## config.mk

```make
export PLATFORM = sky130hd
export DESIGN_NAME = microwave_timer_flat
export DESIGN_NICKNAME = d
export VERILOG_FILES = /design/src/rtl/microwave_timer_pkg.sv /design/src/rtl/microwave_timer_if.sv /design/src/rtl/microwave_timer_bcd_dec.sv /design/src/rtl/microwave_timer.sv /design/src/flat_wrapper.sv
export SDC_FILE = /design/constraint.sdc
export NUM_CORES = 1
export LEC_CHECK = 0
export BUFFER_PORTS_ARGS = -buffer_cell sky130_fd_sc_hd__buf_2
export CORE_MARGIN = 2
export CORE_UTILIZATION = 30
export DETAILED_ROUTE_END_ITERATION = 7
export PLACE_DENSITY = 0.59
export SKIP_LAST_GASP = 1
export SLEW_MARGIN = 10
export SYNTH_ARGS = -nofsm -noshare
export SYNTH_HDL_FRONTEND = slang
export SYNTH_SLANG_ARGS = --single-unit
```

## constraint.sdc

```tcl
create_clock -name clk -period 5.2 [get_ports clk]
set_input_delay 1.04 -clock clk [delete_from_list [all_inputs] [get_ports clk]]
set_output_delay 1.04 -clock clk [all_outputs]
set_load 0.05 [all_outputs]
```

## src/rtl/microwave_timer_pkg.sv

```systemverilog
// Shared types for the microwave cook-time countdown: FSM states,
// BCD mm:ss time word, and the load-validity check.
package microwave_pkg;

  typedef enum logic [2:0] {
    IDLE    = 3'd0,
    ARMED   = 3'd1,
    RUNNING = 3'd2,
    PAUSED  = 3'd3,
    DONE    = 3'd4
  } timer_state_t;

  typedef logic [3:0] bcd_t;

  // Digit order matches the keypad/display word: {min_tens, min_ones, sec_tens, sec_ones}
  typedef struct packed {
    bcd_t min_tens;
    bcd_t min_ones;
    bcd_t sec_tens;
    bcd_t sec_ones;
  } mmss_t;

  localparam mmss_t MMSS_ZERO = 16'h0000;
  localparam mmss_t MMSS_ONE  = 16'h0001;

  // A keypad time is usable only if every digit is decimal and seconds stay below 60
  function automatic logic mmss_valid(mmss_t t);
    return (t.min_tens <= 4'd9) && (t.min_ones <= 4'd9) &&
           (t.sec_tens <= 4'd5) && (t.sec_ones <= 4'd9);
  endfunction

endpackage

```

## src/rtl/microwave_timer_if.sv

```systemverilog
// Controller <-> timer signal bundle. The controller side is the master.
interface microwave_timer_if;
  logic        run;
  logic        load;
  logic        clear;
  logic [15:0] time_in;
  logic        finish;
  logic        busy;
  logic        load_err;
  logic [15:0] time_out;

  modport master (output run, load, clear, time_in,
                  input  finish, busy, load_err, time_out);
  modport slave  (input  run, load, clear, time_in,
                  output finish, busy, load_err, time_out);
endinterface

```

## src/rtl/microwave_timer_bcd_dec.sv

```systemverilog
// Combinational one-second decrement of a BCD mm:ss value.
// Saturates at 00:00 so the countdown can never wrap to 99:59.
module mmss_bcd_dec
  import microwave_pkg::*;
(
  input  mmss_t i_time,
  output mmss_t o_time
);

  logic w_zero;
  logic w_b0;   // borrow out of sec_ones
  logic w_b1;   // borrow out of sec_tens
  logic w_b2;   // borrow out of min_ones

  assign w_zero = (i_time == MMSS_ZERO);
  assign w_b0   = (i_time.sec_ones == 4'd0);
  assign w_b1   = w_b0 && (i_time.sec_tens == 4'd0);
  assign w_b2   = w_b1 && (i_time.min_ones == 4'd0);

  // Ripple the borrow from seconds-ones up to minutes-tens
  always_comb begin
    o_time = i_time;
    if (!w_zero) begin
      o_time.sec_ones = w_b0 ? 4'd9 : i_time.sec_ones - 4'd1;
      if (w_b0) o_time.sec_tens = (i_time.sec_tens == 4'd0) ? 4'd5 : i_time.sec_tens - 4'd1;
      if (w_b1) o_time.min_ones = (i_time.min_ones == 4'd0) ? 4'd9 : i_time.min_ones - 4'd1;
      if (w_b2) o_time.min_tens = i_time.min_tens - 4'd1;
    end
  end

endmodule

```

## src/rtl/microwave_timer.sv

```systemverilog
// Cook-time countdown. Counts the loaded mm:ss down one second per
// CLK_DIV cycles while run (controller heat) is high; finish holds
// in DONE until a new load or clear.
module microwave_timer
  import microwave_pkg::*;
#(
  parameter int CLK_DIV = 1000
) (
  input  logic             clk,
  input  logic             nrst,
  microwave_timer_if.slave bus
);

  localparam int             PW      = $clog2(CLK_DIV);
  localparam logic [PW-1:0]  PS_LAST = PW'(CLK_DIV - 1);

  timer_state_t  r_state;
  mmss_t         r_time;
  logic [PW-1:0] r_presc;
  logic          r_finish;
  logic          r_busy;
  logic          r_load_err;

  mmss_t w_time_in;
  mmss_t w_time_dec;
  logic  w_load_ok;
  logic  w_load_zero;
  logic  w_tick;
  logic  w_last;

  assign w_time_in   = mmss_t'(bus.time_in);
  assign w_load_ok   = mmss_valid(w_time_in);
  assign w_load_zero = (w_time_in == MMSS_ZERO);
  assign w_tick      = (r_presc == PS_LAST);
  // 00:00 is included so a zero time armed from ARMED/PAUSED still terminates
  assign w_last      = (r_time == MMSS_ONE) || (r_time == MMSS_ZERO);

  mmss_bcd_dec u_dec (
    .i_time (r_time),
    .o_time (w_time_dec)
  );

  // Timer FSM: clear beats load beats run/tick; outputs registered alongside state
  always_ff @(posedge clk or negedge nrst) begin
    if (!nrst) begin
      r_state    <= IDLE;
      r_time     <= MMSS_ZERO;
      r_presc    <= '0;
      r_finish   <= 1'b0;
      r_busy     <= 1'b0;
      r_load_err <= 1'b0;
    end else begin
      r_load_err <= 1'b0;
      if (bus.clear) begin
        r_state  <= IDLE;
        r_time   <= MMSS_ZERO;
        r_presc  <= '0;
        r_finish <= 1'b0;
        r_busy   <= 1'b0;
      end else if (bus.load && (r_state != RUNNING)) begin
        if (!w_load_ok) begin
          r_load_err <= 1'b1;
        end else begin
          r_time   <= w_time_in;
          r_presc  <= '0;
          r_finish <= 1'b0;
          r_busy   <= 1'b0;
          // A zero time only parks the timer from IDLE/DONE; ARMED/PAUSED always re-arm
          if (w_load_zero && ((r_state == IDLE) || (r_state == DONE))) r_state <= IDLE;
          else                                                         r_state <= ARMED;
        end
      end else begin
        // Loads during RUNNING land here and are silently ignored
        case (r_state)
          IDLE: if (bus.run) begin
            // Heating with no time set ends immediately
            r_state  <= DONE;
            r_finish <= 1'b1;
          end
          ARMED: if (bus.run) begin
            r_state <= RUNNING;
            r_busy  <= 1'b1;
          end
          RUNNING: begin
            if (!bus.run) begin
              // Prescaler held so the partial second survives the pause
              r_state <= PAUSED;
              r_busy  <= 1'b0;
            end else if (w_tick) begin
              r_presc <= '0;
              if (w_last) begin
                r_state  <= DONE;
                r_time   <= MMSS_ZERO;
                r_busy   <= 1'b0;
                r_finish <= 1'b1;
              end else begin
                r_time <= w_time_dec;
              end
            end else begin
              r_presc <= r_presc + PW'(1);
            end
          end
          PAUSED: if (bus.run) begin
            r_state <= RUNNING;
            r_busy  <= 1'b1;
          end
          DONE: ;
          default: begin
            r_state  <= IDLE;
            r_busy   <= 1'b0;
            r_finish <= 1'b0;
          end
        endcase
      end
    end
  end

  assign bus.time_out = r_time;
  assign bus.finish   = r_finish;
  assign bus.busy     = r_busy;
  assign bus.load_err = r_load_err;

endmodule

```

## src/flat_wrapper.sv

```systemverilog
// flat-port wrapper written by rule: the top's interface ports become plain ports
module microwave_timer_flat import microwave_pkg::*;
#(
  parameter int CLK_DIV = 1000
)
  (clk, nrst, bus_run, bus_load, bus_clear, bus_time_in, bus_finish, bus_busy, bus_load_err, bus_time_out);
  microwave_timer_if bus_i ();
  input  logic clk;
  input  logic nrst;
  input wire logic [$bits(bus_i.run)-1:0] bus_run;
  input wire logic [$bits(bus_i.load)-1:0] bus_load;
  input wire logic [$bits(bus_i.clear)-1:0] bus_clear;
  input wire logic [$bits(bus_i.time_in)-1:0] bus_time_in;
  output wire logic [$bits(bus_i.finish)-1:0] bus_finish;
  output wire logic [$bits(bus_i.busy)-1:0] bus_busy;
  output wire logic [$bits(bus_i.load_err)-1:0] bus_load_err;
  output wire logic [$bits(bus_i.time_out)-1:0] bus_time_out;
  assign bus_i.run = bus_run;
  assign bus_i.load = bus_load;
  assign bus_i.clear = bus_clear;
  assign bus_i.time_in = bus_time_in;
  assign bus_finish = bus_i.finish;
  assign bus_busy = bus_i.busy;
  assign bus_load_err = bus_i.load_err;
  assign bus_time_out = bus_i.time_out;
  microwave_timer #(.CLK_DIV(CLK_DIV)) u_core (.clk(clk), .nrst(nrst), .bus(bus_i));
endmodule
```

After elaboration in Yosys (flattened, before gate mapping)
Cells that the tools add are included.

Flip-flop bits (word level): 32. Latch bits: 0. Memory bits (writable): 0. ROM bits: 0. Input bits: 21. Memories: 0.

Add/subtract/negate cells: 5. $mul: 0. Div/mod/pow operators: 0. Magnitude comparators: 4. Eq/ne operators: 19. Shifts and indexed selects: 0. Muxes and demuxes: 47. Bitwise logic cells: 0. Reduce and logical (&&, ||, !) cells: 32.

Operators by type and width (number): $mux 16 (8); $mux 10 (6); $logic_not 16->1 (2); $reduce_and 6->1 (5); $mux 3 (8); $mux 4 (6); $eq 16x1->1 const B (1); $mux 1 (16); $sub 4x1->4 const B (4); $le 4x4->1 const B (3); $logic_not 4->1 (3); $ne 4x2->1 const B (3); $pmux 3 s4 (1); $reduce_bool 4->1 (3); $add 10x1->10 const B (1); $eq 10x10->1 const B (1); $ne 5x3->1 const B (2); $reduce_and 5->1 (2); $ne 3x2->1 const B (3); $reduce_bool 3->1 (3); $ne 4x3->1 const B (2); $logic_and 1x1->1 (7); $eq 3x2->1 const B (2); $ne 3x1->1 const B (2); other kinds (10) (13).

Depth between registers and ports, before layout
Gate-level depths: netlist of run 1.

Depth in word-level cells: 11. Gate-level depth with buffers: 8.

By module
Synthesis of run 1 repeated with hierarchy kept, for this count alone.

Cells, all modules: 277. Area, all modules: 2373.5 um2.

By module, submodules not included: microwave_timer (instances 1, cells an instance 218, area an instance 2005.7 um2); mmss_bcd_dec (instances 1, cells an instance 59, area an instance 367.9 um2).

Worst setup path after synthesis of run 1
No wires, ideal clock.

Path kind: input -> register. From: input bus_clear. To: register u_core.r_time, in the netlist u_core.bus.time_out[10]. Setup time: 0.125 ns. Arrival time: 2.405 ns. Required time: 5.075 ns. Path slack: 2.670 ns. Cell stages on the path: 6. Buffers on the path: 1. Path through: buf_2 and2b_2 o21ai_2 o22ai_1 nor2_2 mux2_2.

Longest elaborated chain between the ends: 2.

Ends and longest elaborated chain: start: declaration (RTL line flat_wrapper.sv:12) `input wire logic [$bits(bus_i.clear)-1:0] bus_clear;`; $ne 4x2->1 (no source line) (tied with other cells); $reduce_and 6->1 (no source line); end signal: assignment (RTL line microwave_timer.sv:64) `r_time <= w_time_in;`; end signal: assignment (RTL line microwave_timer.sv:97) `r_time <= w_time_dec;`; end: declaration (RTL line microwave_timer.sv:18) `mmss_t r_time;`.

Several ways; a longest one is shown, not always the timed one. A chain may end at the register's enable or synchronous reset.

Worst setup path after layout of run 1
From: input bus_load. To: register u_core.r_time, in the netlist u_core.bus.time_out[8].

Longest elaborated chain between the ends: 3.

Ends and longest elaborated chain: start: declaration (RTL line flat_wrapper.sv:11) `input wire logic [$bits(bus_i.load)-1:0] bus_load;`; $logic_and 1x1->1 * (RTL line microwave_timer.sv:60) `end else if (bus.load && (r_state != RUNNING)) begin`; $ne 4x2->1 (no source line) (tied with other cells); $reduce_and 6->1 (no source line) or $mux 16 (tied branches).

Mark *: on every way between the ends. The rest lies on a longest branch, timed or not.

==> impl_metrics.py, run 1 <==
metrics = {
    "power": {
        "p_per_area_nw_per_um2": 577,
        "power_leakage_nw": 1.14,
        "ir_worst_vdd_v": 0.000376,
    },
    "synth": {
        "synth_nets": 268,
        "synthFlopType": "dfrtp_1",
        "synth_top_area_share_pct": 38.0,
        "syn_avg_cell_area_um2": 8.77,
        "synthTopCellsByArea": "dfrtp_1 38%, o21ai_0 6.7%, nand2_1 4.3%",
        "async_reset_ff_share_pct": 100,
        "synth_cell_types": 50,
        "synth_area_leader_cell": "dfrtp_1",
        "netlist_area_um2": 2100,
        "postSynthCellCount": 240,
        "ys_ff_latch": 32,
        "yosys_warnings": 0,
        "yosysSeqAreaShare_pct": 38.0,
        "synth_edf_count": 0,
    },
    "worst_setup_path": {
        "r2r_start": "u_core.r_state[1]$_DFFE_PN0P_",
        "cp-end-kind": "flip-flop",
        "cp.required_ns": 5.37,
        "r2r_slack_ns": 2.53,
        "startpoint": "bus_load",
        "critPathKind": "primary input to flip-flop",
        "crit_fanout": 13,
        "setup.worst_path.start_class": "primary input",
        "worstPathArrival_ns": 3.11,
    },
    "global_routing": {
        "grt_pass1_vias": 1931,
        "grt_usage_pct": 15.6,
        "grt_pass1_wl_um": 9410,
        "gr-total-overflow": 0,
        "grt_use_met2_pct": 23.1,
        "antenna_found_initial": 0,
        "grt-busiest-layer": "met2",
        "met3_usage_pct": 3.58,
        "grt_use_met1_pct": 22.6,
        "grt_max_degree": 33,
    },
    "layout": {
        "utilization_pct": 36.6,
        "diodes": 0,
        "layout_common_cells": "39 x buf_2, 32 x dfrtp_1, 28 x o21ai_0",
        "num-nets-final": 310,
        "drive_gt1_share_pct": 23.8,
        "syn_to_final_growth_pct": 18.0,
        "final_common_cell": "buf_2",
    },
    "timing": {
        "tns_ns": 0,
        "timing.fmax_ghz": 0.340,
        "finalSetupViolations": 0,
        "clock_skew_ns": 0.00377,
        "min_period_ns": 2.94,
        "drv_slew": 0,
        "relSlewSlack_pct": 37.6,
        "rsz0062_at_grt": "no",
        "hold_viol": 0,
        "finalCritPeriodShare_pct": 56.5,
        "worst_pin_slew_ns": 0.934,
    },
    "detailed_routing": {
        "vias": 1965,
        "via_per_inst": 5.20,
        "routedWlPerCell_um": 14.7,
        "drc": 0,
        "dr.first_iter.drc_count": 127,
        "drt-total-wl_um": 5560,
        "antenna_left": 0,
        "dr.pass1.iters": 5,
    },
    "hold_path": {
        "min_path_type": "flip-flop to flip-flop",
        "hold_start": "u_core.bus.finish$_DFFE_PN0P_",
    },
    "clock_network": {
        "hold_buffers": 0,
        "htreeDepth": 2,
        "cts.sinks": 32,
        "clk_pin_slew_worst_paths_ns": 0.07,
        "ctsResizeCount": 0,
        "clk_latency_ns": 0.28,
        "cts_made_buffers": 5,
        "clock_path_buffers": 2,
        "cts_tree": "yes",
        "root_buffer": "clkbuf_8",
        "post_cts_buffers": 0,
    },
    "status": {
        "status": "complete, no violations",
    },
    "die": {
        "die_height_um": 87.8,
        "placementRows": 30,
        "die_w_um": 87.8,
        "initial_utilization_pct": 31.0,
        "ioPinCount": 40,
        "core_region_area_um2": 6790,
        "die_area_um2": 7700,
    },
    "flow_run": {
        "cap_viol_max_count": 0,
    },
    "placement": {
        "detailed_place_hpwl_um": 4240,
        "portBuffers": 39,
        "routabilityCongestion": 0.818,
    },
}
## power by group
group / internal [mW] / switching, mW / total (mW) / leakage, nW
Combinational: 0.281 / 0.540 / 0.821 / 0.672
Clock: 0.0909 / 0.0908 / 0.182 / 0.0410
Sequential: 0.326 / 0.104 / 0.430 / 0.423
## final timing paths
path | cells after the start | end
worst max register to register | 6 | u_core.bus.time_out[8]$_DFFE_PN0P_
worst min-delay path | 1 | u_core.bus.finish$_DFFE_PN0P_
max in group asynchronous | 1 | u_core.bus.time_out[1]$_DFFE_PN0P_
min in group asynchronous | 1 | u_core.bus.finish$_DFFE_PN0P_
worst min register to register | 1 | u_core.bus.finish$_DFFE_PN0P_
worst max-delay path | 6 | u_core.bus.time_out[8]$_DFFE_PN0P_
## final cells by class
cell class	count	area, um^2
flip-flops and latches	32	801
fillers	694	4310
clock inverters	1	5.00
inverters	13	48.8
repair buffers	40	203
clock buffers	6	72.6
well taps	96	120
multi-input cells	190	1230
## synthesized netlist by cell type (4+ instances only)
library cell and instances:
dfrtp_1 32, o21ai_0 28, nand2_1 24, nor2_1 21
a21oi_1 16, inv_1 13, o31ai_1 9, and3_1 8
ha_1 7, nor3_1 6, a211oi_1 5, nor4_1 5
mux2_2 4, nand3_1 4
## layer usage
layer  share of wire [%]  wire length, um
met5                   0                0
met2                  45             2500
met4                 1.1               59
met1                  47             2640
met3                 6.5              361
## sequential cells by signal (all words and copies together), names as in the netlist
signal,flops
u_core.bus.time_out,16
u_core.r_presc,10
u_core.r_state,3
u_core.bus.busy,1
u_core.bus.finish,1
u_core.bus.load_err,1
## critical path, stage by stage
cell	delay [ns]
buf_2	0.11
nor2b_1	0.75
a221o_1	0.39
nand2_2	0.17
nor2_2	0.28
mux2_2	0.36
## per-stage QoR
stage | instances | worst slack [ns] | power [mW] | cell area [um^2] | hold WS, ns
after floorplan | 240 | 2.67 | 1.06 | 2100 | 0.443
after global placement | 371 | 2.08 | 1.25 | 2410 | 0.468
after detailed placement | 371 | 2.02 | 1.25 | 2410 | 0.473
after CTS | 378 | 2.32 | 1.44 | 2480 | 0.489
after global routing | 378 | 2.11 | 1.55 | 2480 | 0.511
final | 378 | 2.26 | 1.43 | 2480 | 0.482
## cell families after synthesis
logic type                 after synthesis  synth area share [%]
buffers and inverters                   18                  3.33
AOI/OAI and AO/OA                       80                  25.0
muxes                                    7                  3.57
adders and majority gates                7                  4.16
DFF                                     32                  38.1
and+or+nand+nor                         96                  25.9
Note: power is estimated with default switching activity, not from simulation.
==> inputs of run 2 (changes only) <==
clock period = 3 ns   (was 5.2 ns; I/O delays follow)
==> impl_metrics.py, run 2 (same netlist as run 1, synthesis figures left out) <==
metrics = {
    "layout": {
        "num-nets-final": 314,
        "diodes": 0,
        "layout_common_cells": "39 x buf_2, 32 x dfrtp_1, 28 x o21ai_0",
        "stdcell_area_um2": 2540,
        "final_common_cell": "buf_2",
        "drive_gt1_share_pct": 25.1,
        "fill_cells": 714,
        "largest_reg_flops": 16,
        "syn_to_final_growth_pct": 20.9,
    },
    "worst_setup_path": {
        "path_buf_inv": 1,
        "reg2regPathDepth": 8,
        "crit_chain": "inv_1 > ha_1 > nor3b_4 > nand4_2 > o21ai_2 > o22ai_1 > nor2_2 > mux2_2",
        "cp.required_ns": 3.17,
        "cpPeakStageDelay_ns": 0.41,
        "setup.worst_path.start_class": "flip-flop",
        "cp-end-kind": "flip-flop",
        "crit_fanout": 8,
        "crit_family": "simple AND/OR/NAND/NOR gates",
        "critical_path_depth": 8,
        "critPathKind": "flip-flop to flip-flop",
        "cp_slowest_cell": "dfrtp_1",
        "worstPathArrival_ns": 2.51,
    },
    "clock_network": {
        "cts_made_buffers": 5,
        "root_buffer": "clkbuf_8",
        "cts.sinks": 32,
        "clock_path_buffers": 2,
        "post_cts_buffers": 0,
        "clk_pin_slew_worst_paths_ns": 0.07,
        "cts_tree": "yes",
        "hold_buffers": 0,
        "ctsResizeCount": 0,
        "clk_latency_ns": 0.29,
        "htreeDepth": 2,
    },
    "detailed_routing": {
        "drc": 0,
        "routedWlPerCell_um": 14.7,
        "drt-total-wl_um": 5620,
        "dr.pass1.iters": 4,
        "via_per_inst": 5.22,
        "vias": 2000,
        "antenna_left": 0,
        "dr.first_iter.drc_count": 118,
    },
    "global_routing": {
        "grt_usage_pct": 15.7,
        "grt_pass1_vias": 1906,
        "gr-total-overflow": 0,
        "grt_pass1_wl_um": 9490,
        "grt_max_degree": 33,
        "antenna_found_initial": 0,
    },
    "timing": {
        "timing.fmax_ghz": 0.428,
        "tns_ns": 0,
        "rsz0062_at_grt": "no",
        "worst_pin_slew_ns": 0.733,
        "min_period_ns": 2.34,
        "finalSetupViolations": 0,
        "clock_skew_ns": 0.00616,
        "hold_slack_ns": 0.367,
        "relSlewSlack_pct": 51.1,
        "finalCritPeriodShare_pct": 78.0,
        "hold_viol": 0,
        "drv_slew": 0,
    },
    "placement": {
        "detailed_place_hpwl_um": 4230,
        "portBuffers": 39,
        "routabilityCongestion": 0.812,
        "place_area_um2": 2440,
    },
    "die": {
        "die_w_um": 87.8,
        "ioPinCount": 40,
        "initial_utilization_pct": 31.0,
        "die_area_um2": 7700,
        "placementRows": 30,
        "die_height_um": 87.8,
        "core_region_area_um2": 6790,
    },
    "power": {
        "ir_worst_vdd_v": 0.000357,
        "power_leakage_nw": 1.17,
        "p_per_area_nw_per_um2": 1030,
    },
    "flow_run": {
        "cap_viol_max_count": 0,
    },
    "hold_path": {
        "min_path_type": "primary input to asynchronous set/reset pin",
    },
    "status": {
        "status": "complete, no violations",
    },
}
## run 2: changes by cell type in the layout (fill, tap and decap cells not counted), sizes merged
cell,change
buf,+4
bufinv,+1
## run 2: power breakdown
group | internal, mW | switching [mW]
Clock | 0.247 | 0.170
Sequential | 0.565 | 0.179
Combinational | 0.514 | 0.943
Total | 1.33 | 1.29
## run 2: path summary, 6_finish.rpt
path | start | slack, ns | end
max in group asynchronous | nrst | 2.15 | u_core.bus.time_out[7]$_DFFE_PN0P_
worst max-delay path | u_core.bus.time_out[4]$_DFFE_PN0P_ | 0.66 | u_core.bus.time_out[8]$_DFFE_PN0P_
worst min-delay path | nrst | 0.37 | u_core.bus.finish$_DFFE_PN0P_
worst min register to register | u_core.bus.finish$_DFFE_PN0P_ | 0.48 | u_core.bus.finish$_DFFE_PN0P_
min in group clk | u_core.bus.finish$_DFFE_PN0P_ | 0.48 | u_core.bus.finish$_DFFE_PN0P_
worst max register to register | u_core.bus.time_out[4]$_DFFE_PN0P_ | 0.66 | u_core.bus.time_out[8]$_DFFE_PN0P_
## run 2: through the flow
| step | total power, mW | util, % | cells | setup slack [ns] |
|---|---|---|---|---|
| after floorplan | 1.83 | - | 240 | 0.655 |
| after CTS | 2.64 | 37.4 | 383 | 0.649 |
| final | 2.62 | 37.4 | 383 | 0.661 |
| after global placement | 2.19 | 35.9 | 375 | 0.590 |
| after detailed placement | 2.20 | 35.9 | 375 | 0.541 |
| after global routing | 2.83 | 37.4 | 383 | 0.402 |
## run 2: routing by layer
metal / track usage, % / part of all wire [%] / wire length (um)
met2: 24.2 / 46 / 2590
met1: 21.9 / 47 / 2630
met3: 3.86 / 5.6 / 313
met5: 0 / 0 / 0
met4: 4.34 / 1.5 / 86
## run 2: area by class of cell
class	instances	area, um^2	share of cell area, %
Timing Repair Buffer	44	233	9.15
Multi-Input combinational cell	190	1230	48.5
Sequential cell	32	801	31.5
Inverter	13	48.8	1.92
Tap cell	96	120	4.72
Clock inverter	2	35.0	1.38
Clock buffer	6	72.6	2.85
==> inputs of run 3 (changes only) <==
ABC_AREA = 1   (was unset)
PLACE_DENSITY = 0.6   (was 0.59)
clock period = 2.1 ns   (was 3 ns; I/O delays follow)
==> impl_metrics.py, run 3 <==
metrics = {
    "layout": {
        "diodes": 0,
        "final_cells": 514,
        "utilization_pct": 35.5,
        "fill_cells": 878,
        "stdcell_area_um2": 2890,
        "seq_area_um2": 802,
        "final_common_cell": "nand2_1",
        "drive_gt1_share_pct": 20.5,
        "multi_input_area_um2": 1490,
        "layout_common_cells": "118 x nand2_1, 42 x inv_1, 39 x nor2_1, 39 x buf_2",
        "syn_to_final_growth_pct": 15.4,
        "num-nets-final": 439,
        "largest_reg_flops": 16,
    },
    "timing": {
        "finalSetupViolations": 0,
        "worst_slack_ns": 0.228,
        "finalCritPeriodShare_pct": 89.2,
        "min_period_ns": 1.87,
        "relSlewSlack_pct": 50.5,
        "clock_skew_ns": 0.00371,
        "tns_ns": 0,
        "worst_pin_slew_ns": 0.742,
        "drv_slew": 0,
        "hold_viol": 0,
        "rsz0062_at_grt": "no",
        "timing.fmax_ghz": 0.534,
    },
    "synth": {
        "syn_avg_cell_area_um2": 6.84,
        "yosysSeqAreaShare_pct": 32.0,
        "synth_cell_types": 35,
        "postSynthCellCount": 366,
        "synth_nets": 394,
        "synth_top_area_share_pct": 32.0,
        "synthTopCellsByArea": "dfrtp_1 32%, nand2_1 18%, inv_1 6.3%",
        "synthFlopType": "dfrtp_1",
        "synth_common_cells": "118 x nand2_1, 42 x inv_1, 39 x nor2_1",
        "async_reset_ff_share_pct": 100,
        "synth_area_leader_cell": "dfrtp_1",
        "yosys_warnings": 0,
        "netlist_area_um2": 2500,
        "yosysMostFrequentCell": "nand2_1",
        "synth_edf_count": 0,
        "ys_ff_latch": 32,
    },
    "global_routing": {
        "grt_max_degree": 33,
        "antenna_found_initial": 0,
        "grt_use_met1_pct": 20.7,
        "met3_usage_pct": 2.92,
        "grt_use_met2_pct": 24.5,
        "grt_usage_pct": 15.3,
        "gr-total-overflow": 0,
        "grt_pass1_wl_um": 11000,
        "grt-busiest-layer": "met2",
        "grt_pass1_vias": 2370,
    },
    "worst_setup_path": {
        "setup.worst_path.start_class": "flip-flop",
        "r2r_slack_ns": 0.23,
        "cp-end-kind": "flip-flop",
        "worstReg2RegEnd": "u_core.bus.time_out[11]$_DFFE_PN0P_",
        "r2r_start": "u_core.bus.time_out[4]$_DFFE_PN0P_",
        "reg2regPathDepth": 11,
        "critPathKind": "flip-flop to flip-flop",
        "startpoint": "u_core.bus.time_out[4]$_DFFE_PN0P_",
        "crit_fanout": 7,
        "cp.required_ns": 2.26,
        "worstPathArrival_ns": 2.03,
    },
    "detailed_routing": {
        "vias": 2425,
        "antenna_left": 0,
        "via_per_inst": 4.72,
        "drt-total-wl_um": 6400,
        "dr.pass1.iters": 4,
        "routedWlPerCell_um": 12.5,
        "drc": 0,
        "dr.first_iter.drc_count": 90,
    },
    "clock_network": {
        "hold_buffers": 0,
        "root_buffer": "clkbuf_8",
        "ctsResizeCount": 0,
        "clk_pin_slew_worst_paths_ns": 0.06,
        "cts_tree": "yes",
        "htreeDepth": 2,
        "cts_made_buffers": 5,
        "cts.sinks": 32,
        "clock_path_buffers": 2,
        "post_cts_buffers": 0,
        "clk_latency_ns": 0.28,
    },
    "die": {
        "core_region_area_um2": 8130,
        "die_w_um": 95.4,
        "ioPinCount": 40,
        "die_area_um2": 9100,
        "initial_utilization_pct": 30.8,
        "die_height_um": 95.4,
        "placementRows": 33,
    },
    "placement": {
        "portBuffers": 39,
        "detailed_place_hpwl_um": 5110,
        "routabilityCongestion": 0.854,
        "place_area_um2": 2820,
        "numPlacedInstances": 509,
        "dp_slack_ns": 0.201,
    },
    "power": {
        "power_leakage_nw": 1.50,
        "ir_worst_vdd_v": 0.000734,
        "p_per_area_nw_per_um2": 1250,
    },
    "status": {
        "status": "complete, no violations",
    },
    "flow_run": {
        "cap_viol_max_count": 0,
    },
    "hold_path": {
        "min_path_type": "primary input to asynchronous set/reset pin",
    },
}
## run 3: area by class of cell
type	instances	share of cell area [%]
inverter	45	5.93
clock buffer	5	2.38
multi-input combinational	284	51.6
tap	105	4.55
sequential	32	27.7
timing repair buffer	43	7.79
## run 3: layer usage
metal	vias up	part of all wire, %
met1	1114	49
li1	1247	-
met2	55	45
met4	0	1.6
met3	9	4.7
met5	-	0
## run 3: logic make-up after synthesis
| family | share of synthesized area [%] |
|---|---|
| AO/OA/AOI/OAI | 9.24 |
| AND/OR/NAND/NOR | 44.7 |
| XOR/XNOR | 2.10 |
| buffers and inverters | 8.49 |
| adder cells (fa/ha/maj) | 3.50 |
| flip-flops | 32.0 |
## run 3: worst max-delay path by stage
stage / to / slack [ns] / cells after the start
after detailed placement: u_core.bus.time_out[11]$_DFFE_PN0P_ / 0.20 / 11
final: u_core.bus.time_out[11]$_DFFE_PN0P_ / 0.23 / 11
after global routing: u_core.bus.time_out[11]$_DFFE_PN0P_ / 0.02 / 11
after floorplan: u_core.bus.time_out[11]$_DFFE_PN0P_ / 0.13 / 11
after global placement: u_core.bus.time_out[11]$_DFFE_PN0P_ / 0.22 / 11
after CTS: u_core.bus.time_out[11]$_DFFE_PN0P_ / 0.19 / 11
## run 3: critical path, cell delays in order (launching register included)
cell and delay [ns]:
dfrtp_1 0.42, inv_1 0.09, ha_1 0.23, nand3_2 0.20
nor2_4 0.17, nand2_2 0.12, nand2_4 0.15, nor2_4 0.06
inv_1 0.07, nand2_1 0.11, nand2_1 0.08, nand2_1 0.05
## run 3: report_power, final
group / switching, mW / internal [mW] / total [mW]
Combinational: 1.56 / 0.657 / 2.22
Clock: 0.206 / 0.213 / 0.419
Sequential: 0.191 / 0.789 / 0.980
## run 3: stage by stage
stage / total power [mW] / hold WS [ns]
after floorplan: 2.73 / 0.124
after global placement: 3.19 / 0.469
after detailed placement: 3.22 / 0.470
after CTS: 3.65 / 0.239
after global routing: 3.94 / 0.257
final: 3.62 / 0.209
